==> config.mk <==
export PLATFORM = sky130hd
export DESIGN_NAME = adaptive_filter_diff_sched
export DESIGN_NICKNAME = d
export VERILOG_FILES = /design/src/rtl/adaptive_filter_pkg.sv /design/src/rtl/adaptive_filter_mac_unit.sv /design/src/rtl/adaptive_filter_diff_sched.sv
export SDC_FILE = /design/constraint.sdc
export NUM_CORES = 1
export LEC_CHECK = 0
export CAP_MARGIN = 20
export CELL_PAD_IN_SITES_DETAIL_PLACEMENT = 0
export CELL_PAD_IN_SITES_GLOBAL_PLACEMENT = 1
export CORE_UTILIZATION = 40
export DETAILED_ROUTE_END_ITERATION = 10
export PLACE_DENSITY = 0.73
export SYNTH_ARGS = -nofsm -noshare
export SYNTH_HDL_FRONTEND = slang
export SYNTH_SLANG_ARGS = --single-unit
export TNS_END_PERCENT = 30
==> constraint.sdc <==
create_clock -name clk -period 11.1 [get_ports clk]
set_clock_uncertainty 0.1 [all_clocks]
set_input_delay 1.665 -clock clk [delete_from_list [all_inputs] [get_ports clk]]
set_output_delay 1.665 -clock clk [all_outputs]
set_load 0.1 [all_outputs]
==> src/rtl/adaptive_filter_pkg.sv <==
// Shared types and helpers for the adaptive filter stages.
package adaptive_filter_pkg;

  localparam int DIFF_SCHED_COEFF_WL = 9;
  localparam int DIFF_SCHED_COEFF_FL = 7;

  typedef enum logic [1:0] {IDLE, MAC, OUT} diff_sched_state_t;

  // Clamp a signed value into the range of a wl-bit two's complement word.
  function automatic logic signed [63:0] sat_to_wl(input logic signed [63:0] value,
                                                   input int wl);
    logic signed [63:0] hi;
    logic signed [63:0] lo;
    hi = (64'sd1 <<< (wl - 1)) - 64'sd1;
    lo = -(64'sd1 <<< (wl - 1));
    if (value > hi) return hi;
    if (value < lo) return lo;
    return value;
  endfunction

endpackage

==> src/rtl/adaptive_filter_mac_unit.sv <==
// Combinational pre-subtract, multiply and FL13->FL12 reduction for one tap pair.
// ADAPTIVE_FILTER_DIFF_ROUND_EN selects round-half-up instead of truncation.
module adaptive_filter_mac_unit #(
  parameter int DATA_WL  = 14,
  parameter int COEFF_WL = 9,
  parameter int PROD_W   = DATA_WL + COEFF_WL + 1
) (
  input  logic signed [DATA_WL-1:0]  x_new_i,
  input  logic signed [DATA_WL-1:0]  x_old_i,
  input  logic signed [COEFF_WL-1:0] coeff_i,
  output logic signed [PROD_W-1:0]   prod_o
);

  localparam int DIFF_W = DATA_WL + 1;

  logic signed [DIFF_W-1:0] diff;
  logic signed [PROD_W-1:0] full;

  assign diff = DIFF_W'(x_new_i) - DIFF_W'(x_old_i);
  assign full = PROD_W'(diff) * PROD_W'(coeff_i);

`ifdef ADAPTIVE_FILTER_DIFF_ROUND_EN
  // One extra bit so the rounding increment cannot wrap the product.
  logic signed [PROD_W:0] rnd;
  assign rnd    = (PROD_W + 1)'(full) + (PROD_W + 1)'(1);
  assign prod_o = PROD_W'(rnd >>> 1);
`else
  assign prod_o = full >>> 1;
`endif

endmodule

==> src/rtl/adaptive_filter_diff_sched.sv <==
// Time-multiplexed antisymmetric FIR differentiator: one shared pre-subtract/MAC
// walks the tap pairs per sample. Rounding build: ADAPTIVE_FILTER_DIFF_ROUND_EN.
module adaptive_filter_diff_sched
  import adaptive_filter_pkg::*;
#(
  parameter int DATA_WL  = 14,
  parameter int DATA_FL  = 6,
  parameter int TAPS     = 10,
  parameter int COEFF_WL = DIFF_SCHED_COEFF_WL,
  parameter int COEFF_FL = DIFF_SCHED_COEFF_FL,
  parameter int OUT_WL   = 20,
  parameter int OUT_FL   = 12
) (
  input  logic                         clk,
  input  logic                         rst_n,
  input  logic                         s_valid,
  output logic                         s_ready,
  input  logic signed [DATA_WL-1:0]    s_data,
  input  logic                         flush,
  output logic [$clog2(TAPS/2)-1:0]    coeff_sel,
  input  logic signed [COEFF_WL-1:0]   coeff,
  output logic                         m_valid,
  input  logic                         m_ready,
  output logic signed [OUT_WL-1:0]     m_data,
  output logic                         busy
);

  localparam int PAIRS  = TAPS / 2;
  localparam int SEL_W  = $clog2(PAIRS);
  localparam int TIDX_W = $clog2(TAPS);
  localparam int PROD_W = DATA_WL + COEFF_WL + 1;
  // Product FL (DATA_FL + COEFF_FL - 1) equals OUT_FL, so no further alignment.
  localparam int SUM_W  = PROD_W + $clog2(PAIRS) + 1;
  localparam int ACC_W  = (SUM_W > OUT_WL + 4) ? SUM_W : OUT_WL + 4;

  diff_sched_state_t          state_q;
  logic [SEL_W-1:0]           cnt_q;
  logic signed [ACC_W-1:0]    acc_q, acc_d;
  logic signed [DATA_WL-1:0]  x_q [TAPS];
  logic                       s_ready_q, m_valid_q, busy_q;
  logic signed [OUT_WL-1:0]   m_data_q, m_data_d;
  logic [TIDX_W-1:0]          new_idx, old_idx;
  logic signed [PROD_W-1:0]   prod;

  assign new_idx = TIDX_W'(cnt_q);
  assign old_idx = TIDX_W'(TAPS - 1) - TIDX_W'(cnt_q);

  adaptive_filter_mac_unit #(
    .DATA_WL (DATA_WL),
    .COEFF_WL(COEFF_WL),
    .PROD_W  (PROD_W)
  ) u_mac (
    .x_new_i(x_q[new_idx]),
    .x_old_i(x_q[old_idx]),
    .coeff_i(coeff),
    .prod_o (prod)
  );

  assign acc_d    = acc_q + ACC_W'(prod);
  assign m_data_d = OUT_WL'(sat_to_wl(64'(acc_q), OUT_WL));

  always_ff @(posedge clk or negedge rst_n) begin
    if (!rst_n) begin
      state_q   <= IDLE;
      cnt_q     <= '0;
      acc_q     <= '0;
      s_ready_q <= 1'b1;
      m_valid_q <= 1'b0;
      m_data_q  <= '0;
      busy_q    <= 1'b0;
      for (int i = 0; i < TAPS; i++) x_q[i] <= '0;
    end else begin
      case (state_q)
        IDLE: begin
          if (s_valid && s_ready_q) begin
            x_q[0] <= s_data;
            for (int i = 1; i < TAPS; i++) x_q[i] <= x_q[i-1];
            cnt_q     <= '0;
            acc_q     <= '0;
            s_ready_q <= 1'b0;
            busy_q    <= 1'b1;
            state_q   <= MAC;
          end else if (flush) begin
            for (int i = 0; i < TAPS; i++) x_q[i] <= '0;
          end
        end
        MAC: begin
          acc_q <= acc_d;
          if (cnt_q == SEL_W'(PAIRS - 1)) state_q <= OUT;
          else                            cnt_q   <= cnt_q + 1'b1;
        end
        OUT: begin
          // First OUT cycle registers the saturated result; it then holds until taken.
          if (!m_valid_q) begin
            m_valid_q <= 1'b1;
            m_data_q  <= m_data_d;
          end else if (m_ready) begin
            m_valid_q <= 1'b0;
            s_ready_q <= 1'b1;
            busy_q    <= 1'b0;
            state_q   <= IDLE;
          end
        end
        default: state_q <= IDLE;
      endcase
    end
  end

  assign s_ready   = s_ready_q;
  assign m_valid   = m_valid_q;
  assign m_data    = m_data_q;
  assign busy      = busy_q;
  assign coeff_sel = cnt_q;

endmodule
# Yosys cells after proc, flatten, opt, wreduce, memory -nomap -nowiden
# Index checks and enable logic that the tools add are counted.
[word_totals]
register_bits = 196
out_inout_bits = 26
elab_cells = 83
[op_classes]
reduce_logical = 11
n_eq_ne = 8
order_cmp = 4
add_sub_neg = 4
multipliers = 1
n_bitwise = 3
n_mux = 35
[op_table]
columns = ["cell", "count"]
rows = [
  ["$mux 140", 2],
  ["$bmux 14 s4", 2],
  ["$mux 20", 4],
  ["$mux 14", 4],
  ["$pmux 28 s2", 1],
  ["$add 28x23->28", 1],
  ["$gt 28x20->1 const B", 1],
  ["$lt 28x20->1 const B", 1],
  ["$mux 28", 1],
  ["$mul 15x9->24", 1],
  ["$sub 14x14->15", 1],
  ["$mux 1", 11],
  ["$ge 5x5->1 const B", 2],
  ["$ne 2x2->1 const B", 5],
  ["$mux 2", 4],
  ["$reduce_and 4->1", 2],
  ["$mux 3", 2],
  ["$pmux 2 s3", 1],
  ["$pmux 3 s2", 1],
  ["$reduce_and 2->1", 3],
  ["$reduce_bool 2->1", 3],
  ["$not 3->5", 1],
  ["$not 4->5", 1],
  ["$pmux 1 s2", 2],
  ["other kinds (9)", 9],
]

# Longest topological paths before layout
# Gate-level depths: netlist of run 1.
[logic_depth]
ltp_word = 9
depth_mapped = 49
ltp_nobuf = 46

# Hierarchy
# Synthesis of run 1 repeated with hierarchy kept, for this count alone.
[hier_totals]
hier_cells = 1732
area_unflattened_um2 = 16631.0
[modules_own_cells]
columns = ["module", "area_each_um2", "instances", "cells_per_inst"]
rows = [
  ["adaptive_filter_diff_sched", 10493.8, 1, 992],
  ["adaptive_filter_mac_unit", 6137.1, 1, 740],
]

# Worst setup path before layout of run 1
# No wires, ideal clock.
[synth_path]
kind = "register -> register"
from = "reg cnt_q[1], in the netlist coeff_sel[1]"
to = "reg acc_q[27]"
path_stages_with_launch = 49
arrival_time_ns = 10.990
path_slack_ns = -0.123
period_less_slack_ns = 11.223
path_cell_list = "dfrtp_1 > clkbuf_1 > clkbuf_1 > buf_1 > inv_1 > ha_1 > inv_1 > nor2_1 > clkbuf_1 > a22oi_1 > o21ai_0 > ha_1 > fa_1 > nor2b_1 > o21ai_1 > a21boi_1 > o21ai_1 > a21oi_1 > (+13 left out) > ha_1 > a21o_1 > a21oi_1 > and4b_1 > a21oi_1 > a21oi_1 > xnor2_1 > ha_1 > a211oi_1 > nor2_1 > a2111oi_0 > o41ai_1 > a21oi_2 > a22oi_2 > a31o_1 > xnor2_2 > o211ai_1 > o31ai_1"
[synth_via]
elab_chain_len = 9
word_cells_on_any_way = 13
[synth_rtl]
columns = ["item", "line_no", "text"]
rows = [
  ["start, declared", "adaptive_filter_diff_sched.sv:37", "logic [SEL_W-1:0] cnt_q;"],
  ["start signal, assigned", "adaptive_filter_diff_sched.sv:90", "else cnt_q <= cnt_q + 1'b1;"],
  ["$sub 4x3->4", "adaptive_filter_diff_sched.sv:46", "assign old_idx = TIDX_W'(TAPS - 1) - TIDX_W'(cnt_q);"],
  ["$not 4->5 (not written as such)", "adaptive_filter_diff_sched.sv:54", ".x_old_i(x_q[old_idx]),"],
  ["$bmux 14 s4", "adaptive_filter_diff_sched.sv:54", ""],
  ["$mux 14 (not written as such) (2 in series)", "adaptive_filter_diff_sched.sv:54", ""],
  ["$sub 14x14->15 *", "adaptive_filter_mac_unit.sv:19", "assign diff = DIFF_W'(x_new_i) - DIFF_W'(x_old_i);"],
  ["$mul 15x9->24 *", "adaptive_filter_mac_unit.sv:20", "assign full = PROD_W'(diff) * PROD_W'(coeff_i);"],
  ["$add 28x23->28 *", "adaptive_filter_diff_sched.sv:59", "assign acc_d = acc_q + ACC_W'(prod);"],
  ["$pmux 28 s2 *", "adaptive_filter_diff_sched.sv:73", "case (state_q)"],
  ["end signal, assigned", "adaptive_filter_diff_sched.sv:66", "acc_q <= '0;"],
  ["end signal, assigned", "adaptive_filter_diff_sched.sv:79", "acc_q <= '0;"],
  ["end signal, assigned", "adaptive_filter_diff_sched.sv:88", "acc_q <= acc_d;"],
  ["end, declared", "adaptive_filter_diff_sched.sv:38", "logic signed [ACC_W-1:0] acc_q, acc_d;"],
]
# Mark *: on every way between the ends. The rest lies on a longest branch, timed or not. The select of a mux whose other input is x is not followed.
# A chain may end at the register's enable or synchronous reset.

# Worst setup path after layout of run 1
# Ends and elaborated chain as after synthesis.

==> results of run 1 <==
final timing paths:
path / to / slack (ns) / cells after the start
setup / recovery: acc_q[27] / 0.75 / 42
hold / removal: m_data[12] / 0.38 / 2
setup reg to reg: acc_q[27] / 0.75 / 42
hold reg to reg: m_data[12] / 0.38 / 2
max in group asynchronous: x_q[12] / 8.05 / 4
min in group asynchronous: m_data[17] / 1.10 / 1
tightest hold or removal path: stages, from the launching register on:
cell	delay, ns
dfrtp_1	0.34
nand2_1	0.05
o21ai_0	0.06
power by group through the flow:
| stage | registers, mW | clock network (mW) | logic [mW] |
|---|---|---|---|
| after floorplan | 0.787 | 0 | 0.291 |
| after global placement | 0.801 | 0 | 0.380 |
| after detailed placement | 0.802 | 0 | 0.385 |
| after CTS | 0.788 | 0.642 | 0.388 |
| after global routing | 0.792 | 0.671 | 0.439 |
| final | 0.788 | 0.625 | 0.389 |
Yosys cell counts, types with 4 or more instances:
master	instances	share of area, %
clkbuf_1	63	1.5
mux4_2	56	8.2
fa_1	114	15
ha_1	95	7.7
a22o_1	140	8.0
nand2_1	141	3.4
a21oi_1	41	1.3
buf_2	6	0.19
a21o_1	18	0.88
o31ai_1	4	0.19
nand3_1	41	1.3
and3_1	6	0.24
and2_1	47	1.9
nand2b_1	17	0.69
nor2b_1	39	1.6
xor2_1	19	1.1
mux2_2	16	1.2
dfrtp_1	195	32
nand4_1	6	0.24
nor2_1	55	1.3
o21ai_0	54	1.8
buf_1	8	0.19
inv_1	122	3.0
a211oi_1	9	0.44
a2bb2oi_1	11	0.63
o21ai_1	18	0.58
a22oi_1	14	0.68
xnor2_1	34	1.9
nor3_1	9	0.29
o2111ai_1	4	0.23
what timing repair did:
| item | 4_1_cts | 5_1_grt |
|---|---|---|
| setup endpoints to repair | 0 | 1 |
| gates resized for setup | 0 | 5 |
| setup buffers | 0 | 2 |
logic make-up after synthesis:
family                     share of synthesized area [%]
and+or+nand+nor                                     11.3
buffers and inverters                               4.92
xor gates and xnor gates                            3.33
DFF                                                 31.8
AOI/OAI and AO/OA                                   16.6
adders and majority gates                           22.5
muxes                                               9.49
registers in the layout, summed over array words and instances, names as in the netlist:
signal and cells:
busy 1, x_q 140, state_q 2, s_ready 1, m_data 20, acc_q 28
coeff_sel 3, m_valid 1
layout make-up:
class	instances	area [um^2]	area share (%)
multi-input cells	1052	9790	56.9
clock buffers	22	464	2.70
well taps	511	639	3.72
clock inverters	10	123	0.713
flip-flops and latches	196	4910	28.6
repair buffers	83	803	4.67
inverters	123	462	2.69
per-layer routing:
| layer | vias up | part of all wire, % | track usage [%] | routed length (um) |
|---|---|---|---|---|
| met4 | 0 | 0.81 | 4.16 | 288 |
| met5 | - | 0 | 0 | 0 |
| met3 | 14 | 3.5 | 3.65 | 1230 |
| met2 | 155 | 48 | 29.7 | 16800 |
| li1 | 5165 | - | - | - |
| met1 | 5665 | 48 | 27.1 | 17000 |
==> impl_metrics.json, run 1 <==
{
  "power.switching_mw": 0.544,
  "clock_latency_ns": 0.46,
  "worst_slack_ns": 0.745,
  "grt_first_pass_wirelength_um": 58600,
  "drive_above_1_share_pct": 10.3,
  "place_inst": 1961,
  "ys_seq_elements": 196,
  "synth-edff-count": 0,
  "critPathKind": "flop to flop",
  "worst_pin_slew_ns": 1.02,
  "p_int_mw": 1.26,
  "drv_cap": 0,
  "drc": 0,
  "arrival_ns": 10.57,
  "worstHoldStart": "m_data[12]",
  "place_ws_ns": 0.571,
  "swShare_pct": 30.2,
  "hold_path_class": "flop to flop",
  "wl_um": 35400,
  "h-tree-depth": 4,
  "relSlewSlack_pct": 32.3,
  "clkSlewWorstSetupHoldPaths_ns": 0.07,
  "postPlaceCellArea_mm2": 0.0165,
  "path_max_fanout": 26,
  "max_freq_mhz": 96.6,
  "final_nets": 1710,
  "cts_sinks": 196,
  "finalCriticalPeriod_ns": 10.35,
  "final_area_mm2": 0.0172,
  "drt_iter0_markers": 654,
  "ios": 54,
  "max-vdd-ir-drop_uv": 118,
  "die_y_um": 198,
  "die-width_um": 198,
  "setup_viol": 0,
  "synth.cell_area_mm2": 0.0154,
  "seq_area_frac_synth_pct": 31.8,
  "pwr-share-clk_pct": 34.7,
  "crit_buf_inv": 2,
  "grt_usage_pct": 18.9,
  "power.density_mw_per_mm2": 105,
  "clockBufferDepth": 2,
  "ant_nets": 0,
  "cts_tree": "yes",
  "slowest_stage": "mux4_2",
  "fillers": 3538,
  "pwr-share-seq_pct": 43.7,
  "fin_crit_sh_pct": 93.3,
  "synth_ff_type": "dfrtp_1",
  "stdcell_count": 1997,
  "p_leak_nw": 8.02,
  "startpoint_type": "flop",
  "rsz0062_at_grt": "no",
  "die_area_mm2": 0.0393,
  "hold_viol": 0,
  "combPwrFrac_pct": 21.6,
  "syn_inst": 1448,
  "synth_cell_type_count": 59,
  "root_buffer": "clkbuf_16",
  "slowest_delay_ns": 0.54,
  "outcome": "finished, final reports clean",
  "final_cell_mix": "dfrtp_1, nand2_1, a22o_1",
  "area_delta_synth_final_pct": 11.5,
  "fin_total_pwr_mw": 1.80,
  "numCtsBuffers": 17,
  "holdWs_ns": 0.379,
  "critPathTopFamily": "compound AO/OA/AOI/OAI gates",
  "gp_congestion": 0.861,
  "grt_pass1_vias": 11038,
  "antenna_cells": 0,
  "holdBufCountCts": 0,
  "core_area_mm2": 0.0378,
  "yosysWarnings": 0,
  "num_rows": 71,
  "port_buffers": 53,
  "overflow": 0,
  "antenna_found_initial": 0,
  "drt_pre_antenna_iters": 5,
  "grt_max_degree": 111,
  "synth_nets": 1685,
  "vias": 10999,
  "syn-mean-instance-area_um2": 10.6,
  "final_util_pct": 45.5,
  "critPathCaptureType": "flop",
  "synthArstFlopShare_pct": 100,
  "finalMaxSlewViolations": 0,
  "layout_commonest_cell": "dfrtp_1",
  "hpwl_um": 25500,
  "worstPathRequired_ns": 11.31,
  "setup_tns_ns": 0,
  "via_per_inst": 5.51,
  "r2r_start": "coeff_sel[1]",
  "crit_start": "coeff_sel[1]",
  "start_util_pct": 40.8,
  "wl_per_cell_um": 17.7
}
No activity file was read; power rests on OpenSTA's default activity.
==> inputs of run 2 (changes only) <==
- GPL_TIMING_DRIVEN: unset -> 0
- SLEW_MARGIN: unset -> 20
==> impl_metrics.json, run 2 (synthesis gave the netlist of run 1 again) <==
{
  "pwr-share-seq_pct": 42.0,
  "hold_viol": 0,
  "rsz0062_at_grt": "no",
  "slowest_delay_ns": 0.58,
  "largest_reg_flops": 140,
  "hpwl_um": 30800,
  "numCtsBuffers": 17,
  "fin_crit_sh_pct": 94.5,
  "drc": 0,
  "root_buffer": "clkbuf_16",
  "die_area_mm2": 0.0393,
  "grt_max_degree": 99,
  "fillers": 3527,
  "vias": 11652,
  "drt_pre_antenna_iters": 5,
  "cts_tree": "yes",
  "p_int_mw": 1.27,
  "clock_latency_ns": 0.46,
  "max-vdd-ir-drop_uv": 110,
  "port_buffers": 53,
  "finalMaxSlewViolations": 0,
  "arrival_ns": 10.72,
  "swShare_pct": 32.1,
  "ant_nets": 0,
  "num_rows": 71,
  "final_util_pct": 46.8,
  "start_util_pct": 40.8,
  "grt_usage_pct": 22.0,
  "critPathCaptureType": "flop",
  "final_nets": 1770,
  "relSlewSlack_pct": 33.2,
  "cts_sinks": 196,
  "holdWs_ns": 0.386,
  "wl_per_cell_um": 19.8,
  "hold_path_class": "flop to flop",
  "gp_congestion": 0.865,
  "ios": 54,
  "wl_um": 40800,
  "worstPathRequired_ns": 11.33,
  "final_cell_mix": "dfrtp_1, nand2_1, a22o_1",
  "grt_pass1_vias": 11906,
  "h-tree-depth": 4,
  "antenna_cells": 0,
  "combPwrFrac_pct": 22.6,
  "critPathKind": "flop to flop",
  "p_leak_nw": 8.19,
  "area_delta_synth_final_pct": 14.7,
  "drv_cap": 0,
  "finalCriticalPeriod_ns": 10.49,
  "setup_viol": 0,
  "power.switching_mw": 0.603,
  "worst_pin_slew_ns": 0.998,
  "pwr-share-clk_pct": 35.4,
  "holdBufCountCts": 0,
  "die-width_um": 198,
  "die_y_um": 198,
  "startpoint_type": "flop",
  "power.density_mw_per_mm2": 106,
  "clockBufferDepth": 2,
  "max_freq_mhz": 95.3,
  "core_area_mm2": 0.0378,
  "clkSlewWorstSetupHoldPaths_ns": 0.08,
  "regArea_mm2": 0.00491,
  "multi_input_area_mm2": 0.0100,
  "grt_first_pass_wirelength_um": 66300,
  "cpMostUsedCell": "fa_1",
  "slowest_stage": "fa_1",
  "path_max_fanout": 10,
  "layout_commonest_cell": "dfrtp_1",
  "overflow": 0,
  "drive_above_1_share_pct": 12.0,
  "via_per_inst": 5.66,
  "largest-register": "x_q",
  "drt_iter0_markers": 878,
  "outcome": "finished, final reports clean",
  "antenna_found_initial": 0
}
## run 2: cell types whose count changed in the layout (fill, tap and decap cells not counted), sizes merged
cell,change
buf,+2
clkbuf,+54
clkinv,+1
clkinvlp,-2
inv,+5
## run 2: final timing paths
kind / start / to / slack [ns] / cells past startpoint
hold reg to reg: m_data[2] / m_data[2] / 0.39 / 2
hold / removal: m_data[2] / m_data[2] / 0.39 / 2
max in group asynchronous: rst_n / x_q[139] / 9.23 / 2
setup / recovery: coeff_sel[1] / acc_q[26] / 0.61 / 44
min in group asynchronous: rst_n / m_data[16] / 0.92 / 1
setup reg to reg: coeff_sel[1] / acc_q[26] / 0.61 / 44
## run 2: repair_timing
action / CTS / global route
pin swaps: 3 / 18
setup buffers: 7 / 7
endpoints found under the setup margin: 18 / 9
resized for setup: 43 / 44
## run 2: through the flow
| step | instances | cell area (um^2) | TNS [ns] | power, mW | setup WS [ns] |
|---|---|---|---|---|---|
| 2_1_floorplan | 1448 | 15400 | 0 | 1.08 | 0.187 |
| 3_3_place_gp | 2012 | 16600 | -24.41 | 1.19 | -2.12 |
| 3_5_place_dp | 2014 | 16600 | -20.63 | 1.20 | -2.17 |
| 4_1_cts | 2051 | 17500 | 0 | 1.87 | 0.00768 |
| 5_1_grt | 2057 | 17700 | 0 | 1.97 | 0.0456 |
| 6_report | 2057 | 17700 | 0 | 1.88 | 0.609 |
## run 2: worst max-delay path: cells and delay by family (launching register included)
family                   cells  cell delay (ns)
flip-flops                   1             0.44
adder cells (fa/ha/maj)     10             4.07
buffers and inverters        8             1.09
XOR/XNOR                     3             0.61
AND/OR/NAND/NOR              3             0.40
AO/OA/AOI/OAI               20             3.63
## run 2: cell type report
| type | instances | area share, % |
|---|---|---|
| inverter | 123 | 2.62 |
| sequential | 196 | 27.8 |
| buffer | 74 | 2.00 |
| clock buffer | 18 | 2.43 |
| tap | 511 | 3.62 |
| clock inverter | 14 | 1.09 |
| timing repair buffer | 69 | 3.93 |
| multi-input combinational | 1052 | 56.5 |
## run 2: power groups by stage
stage                     combinational [mW]  clock [mW]  sequential (mW)
after floorplan                        0.291           0            0.787
after global routing                   0.479       0.702            0.793
after CTS                              0.409       0.675            0.788
after detailed placement               0.394           0            0.802
final                                  0.425       0.663            0.788
after global placement                 0.385           0            0.802
## run 2: routing by layer
metal  share of wire, %  routed length, um  global-route usage (%)  up-vias
li1                   -                  -                       -     5323
met1                 45              18200                    29.9     5947
met2                 48              19600                    35.7      323
met3                5.1               2070                    3.63       59
met4                2.3                928                    6.80        0
met5                  0                  0                       0        -
==> inputs of run 3 (changes only) <==
- TNS_END_PERCENT: 30 -> unset
==> results of run 3 <==
Final layout, timing and power as in run 2 (identical DEF).
